## config.mk

```make
export PLATFORM = sky130hd
export DESIGN_NAME = spi_master_data_path
export DESIGN_NICKNAME = d
export VERILOG_FILES = /design/src/rtl/spi_pkg.sv /design/src/rtl/spi_sclk_gen.sv /design/src/rtl/spi_master_data_path.sv
export SDC_FILE = /design/constraint.sdc
export NUM_CORES = 1
export LEC_CHECK = 0
export ABC_CLOCK_PERIOD_IN_PS = 2440
export CAP_MARGIN = 15
export CORE_UTILIZATION = 50
export CTS_CLUSTER_SIZE = 14
export DETAILED_ROUTE_END_ITERATION = 7
export PLACE_DENSITY = 0.82
export SLEW_MARGIN = 20
export SYNTH_ARGS = -nofsm -noshare
export SYNTH_HDL_FRONTEND = slang
export SYNTH_SLANG_ARGS = --single-unit
```

## constraint.sdc

```tcl
create_clock -name clk -period 2.44 [get_ports clk]
set_input_delay 0.244 -clock clk [delete_from_list [all_inputs] [get_ports clk]]
set_output_delay 0.244 -clock clk [all_outputs]
set_load 0.02 [all_outputs]
```

## src/rtl/spi_pkg.sv

```systemverilog
// Shared encodings, field widths, FSM states and lane helpers
// for the SPI master data path.
package spi_pkg;

  localparam logic [1:0] MODE_SINGLE = 2'b01;
  localparam logic [1:0] MODE_DUAL   = 2'b10;
  localparam logic [1:0] MODE_QUAD   = 2'b11;

  localparam int ADDR_W = 20;
  localparam int STAT_W = 4;
  localparam int TURN_W = 8;
  localparam int DATA_W = 16;

  localparam int ST_WRITE = 2;
  localparam int ST_BURST = 1;

  typedef enum logic [3:0] {
    S_IDLE, S_SETUP, S_ADDR, S_STAT, S_TURN,
    S_DATA, S_TAIL, S_HOLD, S_GAP
  } state_e;

  typedef struct packed {
    logic [1:0]        mode;
    logic [ADDR_W-1:0] addr;
    logic [STAT_W-1:0] stat;
    logic [DATA_W-1:0] wdata;
  } frame_t;

  function automatic logic [2:0] lane_w(input logic [1:0] m);
    case (m)
      MODE_QUAD: lane_w = 3'd4;
      MODE_DUAL: lane_w = 3'd2;
      default:   lane_w = 3'd1;
    endcase
  endfunction

  function automatic logic [4:0] phase_len(input state_e s,
                                           input logic [1:0] m);
    case (s)
      S_ADDR:  phase_len = 5'(ADDR_W);
      S_STAT:  phase_len = 5'(STAT_W);
      S_TURN:  phase_len = 5'(TURN_W);
      S_DATA:  phase_len = 5'(DATA_W);
      S_TAIL:  phase_len = {2'b00, lane_w(m)};
      default: phase_len = 5'd0;
    endcase
  endfunction

  function automatic state_e next_phase(input state_e s);
    case (s)
      S_ADDR:  next_phase = S_STAT;
      S_STAT:  next_phase = S_TURN;
      S_TURN:  next_phase = S_DATA;
      default: next_phase = S_TAIL;
    endcase
  endfunction

  function automatic logic [3:0] lane_out(input logic [19:0] f,
                                          input logic [4:0]  i,
                                          input logic [1:0]  m);
    logic [3:0] r;
    r = 4'(f >> i);
    case (m)
      MODE_QUAD: lane_out = r;
      MODE_DUAL: lane_out = r & 4'b0011;
      default:   lane_out = r & 4'b0001;
    endcase
  endfunction

  function automatic logic [15:0] rx_shift(input logic [15:0] rx,
                                           input logic [3:0]  mi,
                                           input logic [1:0]  m);
    case (m)
      MODE_QUAD: rx_shift = {mi, rx[15:4]};
      MODE_DUAL: rx_shift = {mi[1:0], rx[15:2]};
      default:   rx_shift = {mi[0], rx[15:1]};
    endcase
  endfunction

endpackage

```

## src/rtl/spi_sclk_gen.sv

```systemverilog
// SPI clock divider: toggles sclk every HALF_DIV clks while enabled,
// flagging the clk edge on which sclk rises or falls.
module spi_sclk_gen #(
  parameter int HALF_DIV = 4
) (
  input  logic clk,
  input  logic rst_n,
  input  logic en,
  output logic sclk,
  output logic rise_pulse,
  output logic fall_pulse
);

  localparam int CW = (HALF_DIV > 1) ? $clog2(HALF_DIV) : 1;

  logic [CW-1:0] cnt_q;
  logic          sclk_q;
  logic          wrap;

  assign wrap       = en && (cnt_q == CW'(HALF_DIV - 1));
  assign rise_pulse = wrap && !sclk_q;
  assign fall_pulse = wrap && sclk_q;
  assign sclk       = sclk_q;

  always_ff @(posedge clk or negedge rst_n) begin
    if (!rst_n) begin
      cnt_q  <= '0;
      sclk_q <= 1'b0;
    end else if (!en) begin
      cnt_q  <= '0;
      sclk_q <= 1'b0;
    end else if (wrap) begin
      cnt_q  <= '0;
      sclk_q <= ~sclk_q;
    end else begin
      cnt_q  <= cnt_q + CW'(1);
    end
  end

endmodule

```

## src/rtl/spi_master_data_path.sv

```systemverilog
// SPI master frame engine: addr/status/turnaround/data phases over
// 1, 2 or 4 lanes with optional word bursts.
module spi_master_data_path
  import spi_pkg::*;
#(
  parameter int HALF_DIV = 4
) (
  input  logic        clk,
  input  logic        reset_n,
  input  logic        start,
  input  logic [1:0]  spi_mode,
  input  logic [19:0] addr,
  input  logic [3:0]  status,
  input  logic [15:0] wdata,
  input  logic        burst_more,
  input  logic [3:0]  miso,
  output logic        sclk,
  output logic        cs_n,
  output logic [3:0]  mosi,
  output logic [15:0] rdata,
  output logic        rdata_valid,
  output logic        word_done,
  output logic        busy,
  output logic        done,
  output logic        mode_err
);

  localparam int WCW = $clog2(2 * HALF_DIV);

  state_e         state_q;
  frame_t         frm_q;
  logic [4:0]     idx_q;
  logic [WCW-1:0] wcnt_q;
  logic           cs_n_q;
  logic [3:0]     mosi_q;
  logic [15:0]    rx_q;
  logic [15:0]    rdata_q;
  logic           rdata_valid_q;
  logic           word_done_q;
  logic           done_q;
  logic           mode_err_q;

  logic        en, rise, fall;
  logic [2:0]  w;
  logic        is_wr, last, wend, more;
  state_e      ph;
  logic [19:0] fld;
  logic [15:0] rx_d;

  assign en = state_q inside {S_SETUP, S_ADDR, S_STAT,
                              S_TURN, S_DATA, S_TAIL};

  spi_sclk_gen #(.HALF_DIV(HALF_DIV)) u_sclk (
    .clk        (clk),
    .rst_n      (reset_n),
    .en         (en),
    .sclk       (sclk),
    .rise_pulse (rise),
    .fall_pulse (fall)
  );

  assign w     = lane_w(frm_q.mode);
  assign is_wr = frm_q.stat[ST_WRITE];
  assign more  = frm_q.stat[ST_BURST] && burst_more;
  assign ph    = (state_q == S_SETUP) ? S_ADDR : state_q;
  assign last  = idx_q == phase_len(state_q, frm_q.mode);
  assign wend  = fall && last &&
                 ((state_q == S_DATA && is_wr) || state_q == S_TAIL);
  assign rx_d  = rx_shift(rx_q, miso, frm_q.mode);

  always_comb begin
    fld = '0;
    case (ph)
      S_ADDR:  fld = frm_q.addr;
      S_STAT:  fld = {16'b0, frm_q.stat};
      S_DATA:  fld = is_wr ? {4'b0, frm_q.wdata} : '0;
      default: fld = '0;
    endcase
  end

  always_ff @(posedge clk or negedge reset_n) begin
    if (!reset_n) begin
      state_q       <= S_IDLE;
      frm_q         <= '0;
      idx_q         <= '0;
      wcnt_q        <= '0;
      cs_n_q        <= 1'b1;
      mosi_q        <= '0;
      rx_q          <= '0;
      rdata_q       <= '0;
      rdata_valid_q <= 1'b0;
      word_done_q   <= 1'b0;
      done_q        <= 1'b0;
      mode_err_q    <= 1'b0;
    end else begin
      rdata_valid_q <= 1'b0;
      word_done_q   <= 1'b0;
      done_q        <= 1'b0;
      mode_err_q    <= 1'b0;
      case (state_q)
        S_IDLE: begin
          if (start && spi_mode == 2'b00) begin
            mode_err_q <= 1'b1;
          end else if (start) begin
            state_q <= S_SETUP;
            cs_n_q  <= 1'b0;
            frm_q   <= '{spi_mode, addr, status, wdata};
            idx_q   <= '0;
          end
        end
        S_HOLD: begin
          if (wcnt_q == WCW'(HALF_DIV - 1)) begin
            state_q <= S_GAP;
            cs_n_q  <= 1'b1;
            mosi_q  <= '0;
            wcnt_q  <= '0;
          end else begin
            wcnt_q  <= wcnt_q + WCW'(1);
          end
        end
        S_GAP: begin
          if (wcnt_q == WCW'(2 * HALF_DIV - 1)) begin
            state_q <= S_IDLE;
            done_q  <= 1'b1;
            wcnt_q  <= '0;
          end else begin
            wcnt_q  <= wcnt_q + WCW'(1);
          end
        end
        default: begin
          if (rise) begin
            state_q <= ph;
            mosi_q  <= lane_out(fld, idx_q, frm_q.mode);
            idx_q   <= idx_q + 5'(w);
          end
          if (fall) begin
            // Read data lags one sclk cycle: drop the first DATA sample
            if (state_q == S_DATA && !is_wr &&
                idx_q != {2'b00, w}) begin
              rx_q <= rx_d;
            end
            if (state_q == S_TAIL) begin
              rx_q          <= rx_d;
              rdata_q       <= rx_d;
              rdata_valid_q <= 1'b1;
            end
            if (last) begin
              idx_q <= '0;
              if (wend) begin
                word_done_q <= 1'b1;
                if (more) begin
                  state_q <= S_DATA;
                  if (is_wr) frm_q.wdata <= wdata;
                end else begin
                  state_q <= S_HOLD;
                  wcnt_q  <= '0;
                end
              end else begin
                state_q <= next_phase(state_q);
              end
            end
          end
        end
      endcase
    end
  end

  assign cs_n        = cs_n_q;
  assign mosi        = mosi_q;
  assign rdata       = rdata_q;
  assign rdata_valid = rdata_valid_q;
  assign word_done   = word_done_q;
  assign done        = done_q;
  assign mode_err    = mode_err_q;
  assign busy        = state_q != S_IDLE;

endmodule

```

Word level (Yosys, flattened, before mapping)
Cells that the tools add are included.

Register bits: 98. Output and inout port bits: 27. Bits in writable memories: 0. Memories: 0. ROM bits: 0. Bits in latches: 0. Word-level logic and storage cells: 154.

Bitwise gates (word level): 6. Shift-type cells: 1. Muxes and demuxes: 63. Div/mod/pow operators: 0. Multiply operators: 0. Order comparisons: 0. Equality and inequality tests: 24. Add/sub/neg operators: 3. Reductions and logical operators: 40.

Operators with widths (count): 16-bit 2-to-1 mux (10); 16-bit one-hot mux with 2 select lines (2); 20-bit one-hot mux with 3 select lines (1); 4-bit 2-to-1 mux (11); 5-bit 2-to-1 mux (5); 5-bit one-hot mux with 5 select lines (1); 4-bit by 3-bit == test with 1-bit output (second input constant) (5); 20-bit by 5-bit right shift with 4-bit output (1); 3-bit 2-to-1 mux (6); 3-bit one-hot mux with 3 select lines (2); 4-bit by 2-bit == test with 1-bit output (second input constant) (4); 1-bit 2-to-1 mux (16); 4-bit one-hot mux with 2 select lines (2); 2-bit nonzero test (8); 3-bit AND reduction (5); 4-bit one-hot mux with 3 select lines (1); 1-bit logical AND (10); 2-bit != test (second input constant) (5); 5-bit one-hot mux with 2 select lines (1); 3-bit nonzero test (3); 4-bit AND reduction (2); 8-bit AND reduction (1); 2-bit == test (second input constant) (3); 2-bit 2-to-1 mux (3); other kinds (22) (29).

Depth between registers and ports, before layout
Depth after elaboration: 10. Mapped depth: 10. Depth with buffers taken out: 8.

Hierarchy
A second synthesis with hierarchy kept.

Cells, all modules: 556. Area, all modules: 5530.3 um^2.

Modules (own cells, without submodules): spi_master_data_path (seq. area each 2353.5 um^2, times used 1, area an instance 5395.2 um^2, cells each 545); spi_sclk_gen (seq. area each 75.1 um^2, times used 1, area an instance 135.1 um^2, cells each 11).

Worst setup path after synthesis
Ideal clock, no wire load.

Path type: reg2reg. From: reg frm_q[40] (netlist bit). To: reg rx_q[10]. Library setup time: 0.135 ns. Cell stages (with the launch flop): 10. Arrival: 2.495 ns. Required time: 2.305 ns. Slack: -0.190 ns. Cell sequence: dfrtp_1 > buf_1 > clkbuf_1 > nor2_1 > ha_1 > nor4b_1 > o31ai_1 > nand3_1 > clkbuf_1 > o21ai_0.

Longest elaborated chain between the ends: 6. Elaborated cells between the ends (all ways): 10.

RTL lines: start, declared (RTL line spi_master_data_path.sv:31) `frame_t frm_q;`; start signal, assigned (RTL line spi_master_data_path.sv:107) `frm_q <= '{spi_mode, addr, status, wdata};`; 2-bit == test (RTL line spi_pkg.sv:30, spi_pkg.sv:73); 3-bit one-hot mux with 2 select lines (RTL line spi_pkg.sv:30) `case (m)`; 5-bit by 3-bit != test with 1-bit output (RTL line spi_master_data_path.sv:139) `idx_q != {2'b00, w}) begin`; 1-bit logical AND (RTL line spi_master_data_path.sv:138) `if (state_q == S_DATA && !is_wr &&`; 2-bit nonzero test (no source line); 3-bit AND reduction (no source line); end signal, assigned (RTL line spi_master_data_path.sv:140) `rx_q <= rx_d;`; end signal, assigned (RTL line spi_master_data_path.sv:143) `rx_q <= rx_d;`; end, declared (RTL line spi_master_data_path.sv:36) `logic [15:0] rx_q;`.

Parallel ways exist; a longest one is shown, timed or not. The select of a mux whose other input is x is not followed. A chain may end at the register's enable or synchronous reset.

Final worst setup path
From: reg state_q[3]. To: reg frm_q[13] (netlist bit).

Longest elaborated chain between the ends: 8. Elaborated cells between the ends (all ways): 29.

RTL lines: start, declared (RTL line spi_master_data_path.sv:30) `state_e state_q;`; start signal, assigned (RTL line spi_master_data_path.sv:132) `state_q <= ph;`; start signal, assigned (RTL line spi_master_data_path.sv:159) `state_q <= next_phase(state_q);`; parallel branches: the longest is 8 deep, another holds 8-bit AND reduction.

Parallel ways; which one is timed is not known.

==> flow_metrics.py <==
metrics = {
    "finish": {
        "insertedDiodeCount": 0,
        "area_growth_syn_to_layout_pct": 27.4,
        "multiInputGateArea_um2": 2980,
        "fill_cells": 855,
        "final_cell_mix": "dfrtp_1, clkdlybuf4s50_1, nand2_1",
        "layout.area.seq_um2": 2430,
        "final_layout_size_suffix_gt1_frac": 0.217,
        "final_nets": 741,
        "layout_commonest_cell": "dfrtp_1",
        "final_core_util": 0.657,
    },
    "worst_hold_path": {
        "hold_path_class": "in -> reg",
    },
    "synth": {
        "asyncSetResetFlopFracSynth": 1.00,
        "postSynthNetCount": 632,
        "synth_edf_count": 0,
        "synth_area_um2": 5590,
        "dominantRegCellSynth": "dfrtp_1",
        "netlist.top_cell.by_area": "dfrtp_1",
        "ys_warn_count": 0,
        "syn_avg_cell_area_um2": 9.75,
        "synth_top_cell_area_share": 0.430,
        "synthTopCellsByArea": "dfrtp_1, mux2_2, mux2i_1",
        "share_of_the_yosys_chip_area_belonging_to_registers": 0.435,
        "ys_ff_latch": 97,
        "synth_cell_type_count": 70,
        "post_synth_inst_count": 573,
    },
    "grt": {
        "grt_max_degree": 57,
        "grt_use_total": 0.269,
        "first_global_vias": 4799,
        "grt_pass1_wl_um": 24000,
        "initial_antenna_violation_count": 1,
        "globalRouteOverflowTotal": 0,
    },
    "sta": {
        "achievable_frequency_ghz": 0.418,
        "worst-slew-pin-transition_ns": 0.729,
        "slew_headroom": 0.514,
        "slew_violations": 0,
        "fin_worst_skew_ns": 0.0217,
        "timing_hold_violations_final": 0,
        "period_minus_slack_ns": 2.39,
        "worst_slack_ns": 0.0464,
        "final_cycle_share": 0.981,
        "finalSetupViolCount": 0,
    },
    "clocking": {
        "clock_latency_ns": 0.39,
        "clkSinkCount": 97,
        "cts.reportedPaths.clkPinSlew_ns": 0.11,
        "numCtsBuffers": 9,
        "htree_num_levels": 3,
        "clockRootBuffer": "clkbuf_8",
        "tritoncts": "built",
        "ctsLongestPathBuffers": 2,
    },
    "die": {
        "num_io_pins": 77,
        "fp.dieH_um": 108,
        "num_rows": 38,
        "effective_utilization_at_floorplan": 0.515,
        "die_width_um": 108,
        "core_area_um2": 10800,
        "fp.dieArea_um2": 11600,
    },
    "worst_setup_path": {
        "worst_setup_path_end_kind": "flip-flop",
        "rr_endpoint": "frm_q[13]",
        "worst_setup_path_startpoint": "state_q[3]",
        "worstPathArrival_ns": 2.67,
        "critPathKind": "reg -> reg",
        "cp_data_required_time_ns": 2.71,
        "critPathCapture": "frm_q[13]",
        "setup.worst_path.start_class": "flip-flop",
        "worst-r2r-setup-slack_ns": 0.05,
        "worstPathMaxFanout": 8,
        "reg2reg_from": "state_q[3]",
        "worst_r2r_path_depth": 10,
    },
    "route": {
        "drt-vias-per-instance": 5.89,
        "routedWlPerCell_um": 18.0,
        "detail_route.first_pass.iterations": 5,
        "final_antenna_net_count": 0,
        "drt_wl_total_um": 14900,
        "remaining_drc_errors": 0,
        "drt_iter0_drc": 411,
        "vias": 4873,
    },
    "pwr": {
        "post-layout-total-power_w": 0.00812,
        "cellPowerDensity_nw_per_um2": 1140,
        "static-leakage-power_nw": 3.11,
        "ir_worst_vdd_uv": 593,
    },
    "placement": {
        "globalplace.congestion": 0.943,
        "detailedPlace.worstSlack_ns": 0.0258,
        "number_of_input_and_output_port_buffers_inserted": 76,
        "dp_hpwl_um": 10900,
    },
    "flow_run": {
        "timing.max_cap.violations": 0,
    },
    "run_status": {
        "run_status": "finished, final reports clean",
    },
}
cells by family after synthesis:
family | synth area share
and+or+nand+nor | 0.162
AOI/OAI and AO/OA | 0.176
DFF | 0.435
muxes | 0.155
buffers and inverters | 0.0430
adders and majority gates | 0.0215
xor gates and xnor gates | 0.00784
routing by layer:
metal / up-vias / global-route usage / share of wire / routed length (µm)
met5: - / 0 / 0.00054 / 8
met2: 189 / 0.435 / 0.48 / 7160
li1: 2293 / - / - / -
met3: 31 / 0.0521 / 0.063 / 932
met4: 2 / 0.104 / 0.020 / 301
met1: 2358 / 0.356 / 0.44 / 6500
worst min path at each step:
stage	start	end	slack, ns	cells past startpoint
floorplan	reset_n	done	-0.05	0
global placement	reset_n	mosi[3]	0.34	1
detailed placement	reset_n	mosi[3]	0.34	1
CTS	addr[2]	frm_q[22]	0.43	3
global route	spi_mode[1]	mode_err	0.45	2
finish	spi_mode[0]	mode_err	0.44	2
timing repair:
action                                 in CTS  in global routing
gates cloned                                0                  1
setup buffers                               0                  8
gates resized for setup                     1                 17
setup endpoints to repair                   1                 43
pin swaps                                   0                  3
hold buffers                                1                  0
endpoints found under the hold margin      51                  0
report_power, final:
part	switching [W]	total, W	internal, W
clock	0.000626	0.00114	0.000515
sequential	0.000459	0.00260	0.00214
combinational	0.00227	0.00438	0.00212
total	0.00335	0.00812	0.00477
stage by stage:
| stage | instance area (µm²) | instances | hold WS, ns | setup TNS, ns |
|---|---|---|---|---|
| after global routing | 7120 | 827 | 0.446 | -0.240 |
| after global placement | 6750 | 801 | 0.338 | 0 |
| final | 7120 | 827 | 0.440 | 0 |
| after CTS | 6970 | 818 | 0.433 | 0 |
| after floorplan | 5590 | 573 | -0.0516 | 0 |
| after detailed placement | 6750 | 801 | 0.342 | 0 |
area by class of cell:
type | count | share of cell area
multi-input cells | 422 | 0.419
flip-flops and latches | 97 | 0.342
repair buffers | 138 | 0.178
well taps | 140 | 0.0246
clock buffers | 10 | 0.0193
clock inverters | 6 | 0.0102
inverters | 14 | 0.00738
registers in the layout (all words and copies together), names as in the netlist:
name	cells
state_q	4
rx_q	15
rdata_valid	1
wcnt_q	3
word_done	1
cs_n	1
u_sclk.cnt_q	2
idx_q	5
mode_err	1
mosi	4
frm_q	42
u_sclk.sclk	1
done	1
rdata	16
critical path, stage by stage (launching register included):
cell	delay [ns]
dfrtp_2	0.46
buf_4	0.15
buf_4	0.15
nor2b_1	0.15
nand2_1	0.08
xor2_1	0.17
and4_4	0.19
and2_4	0.16
a31oi_4	0.23
clkbuf_16	0.23
mux2_4	0.30
cells in the mapped netlist, drive strengths merged (6+ instances only):
master / instances
dfrtp: 96
nand2: 62
nor2: 47
o21ai: 46
mux2: 43
a21oi: 40
mux2i: 32
clkbuf: 24
a22o: 16
buf: 16
nand3: 15
inv: 13
nor3: 13
nand2b: 9
ha: 8
a31oi: 7
o211ai: 6
Note: power is estimated with default switching activity, not from simulation.
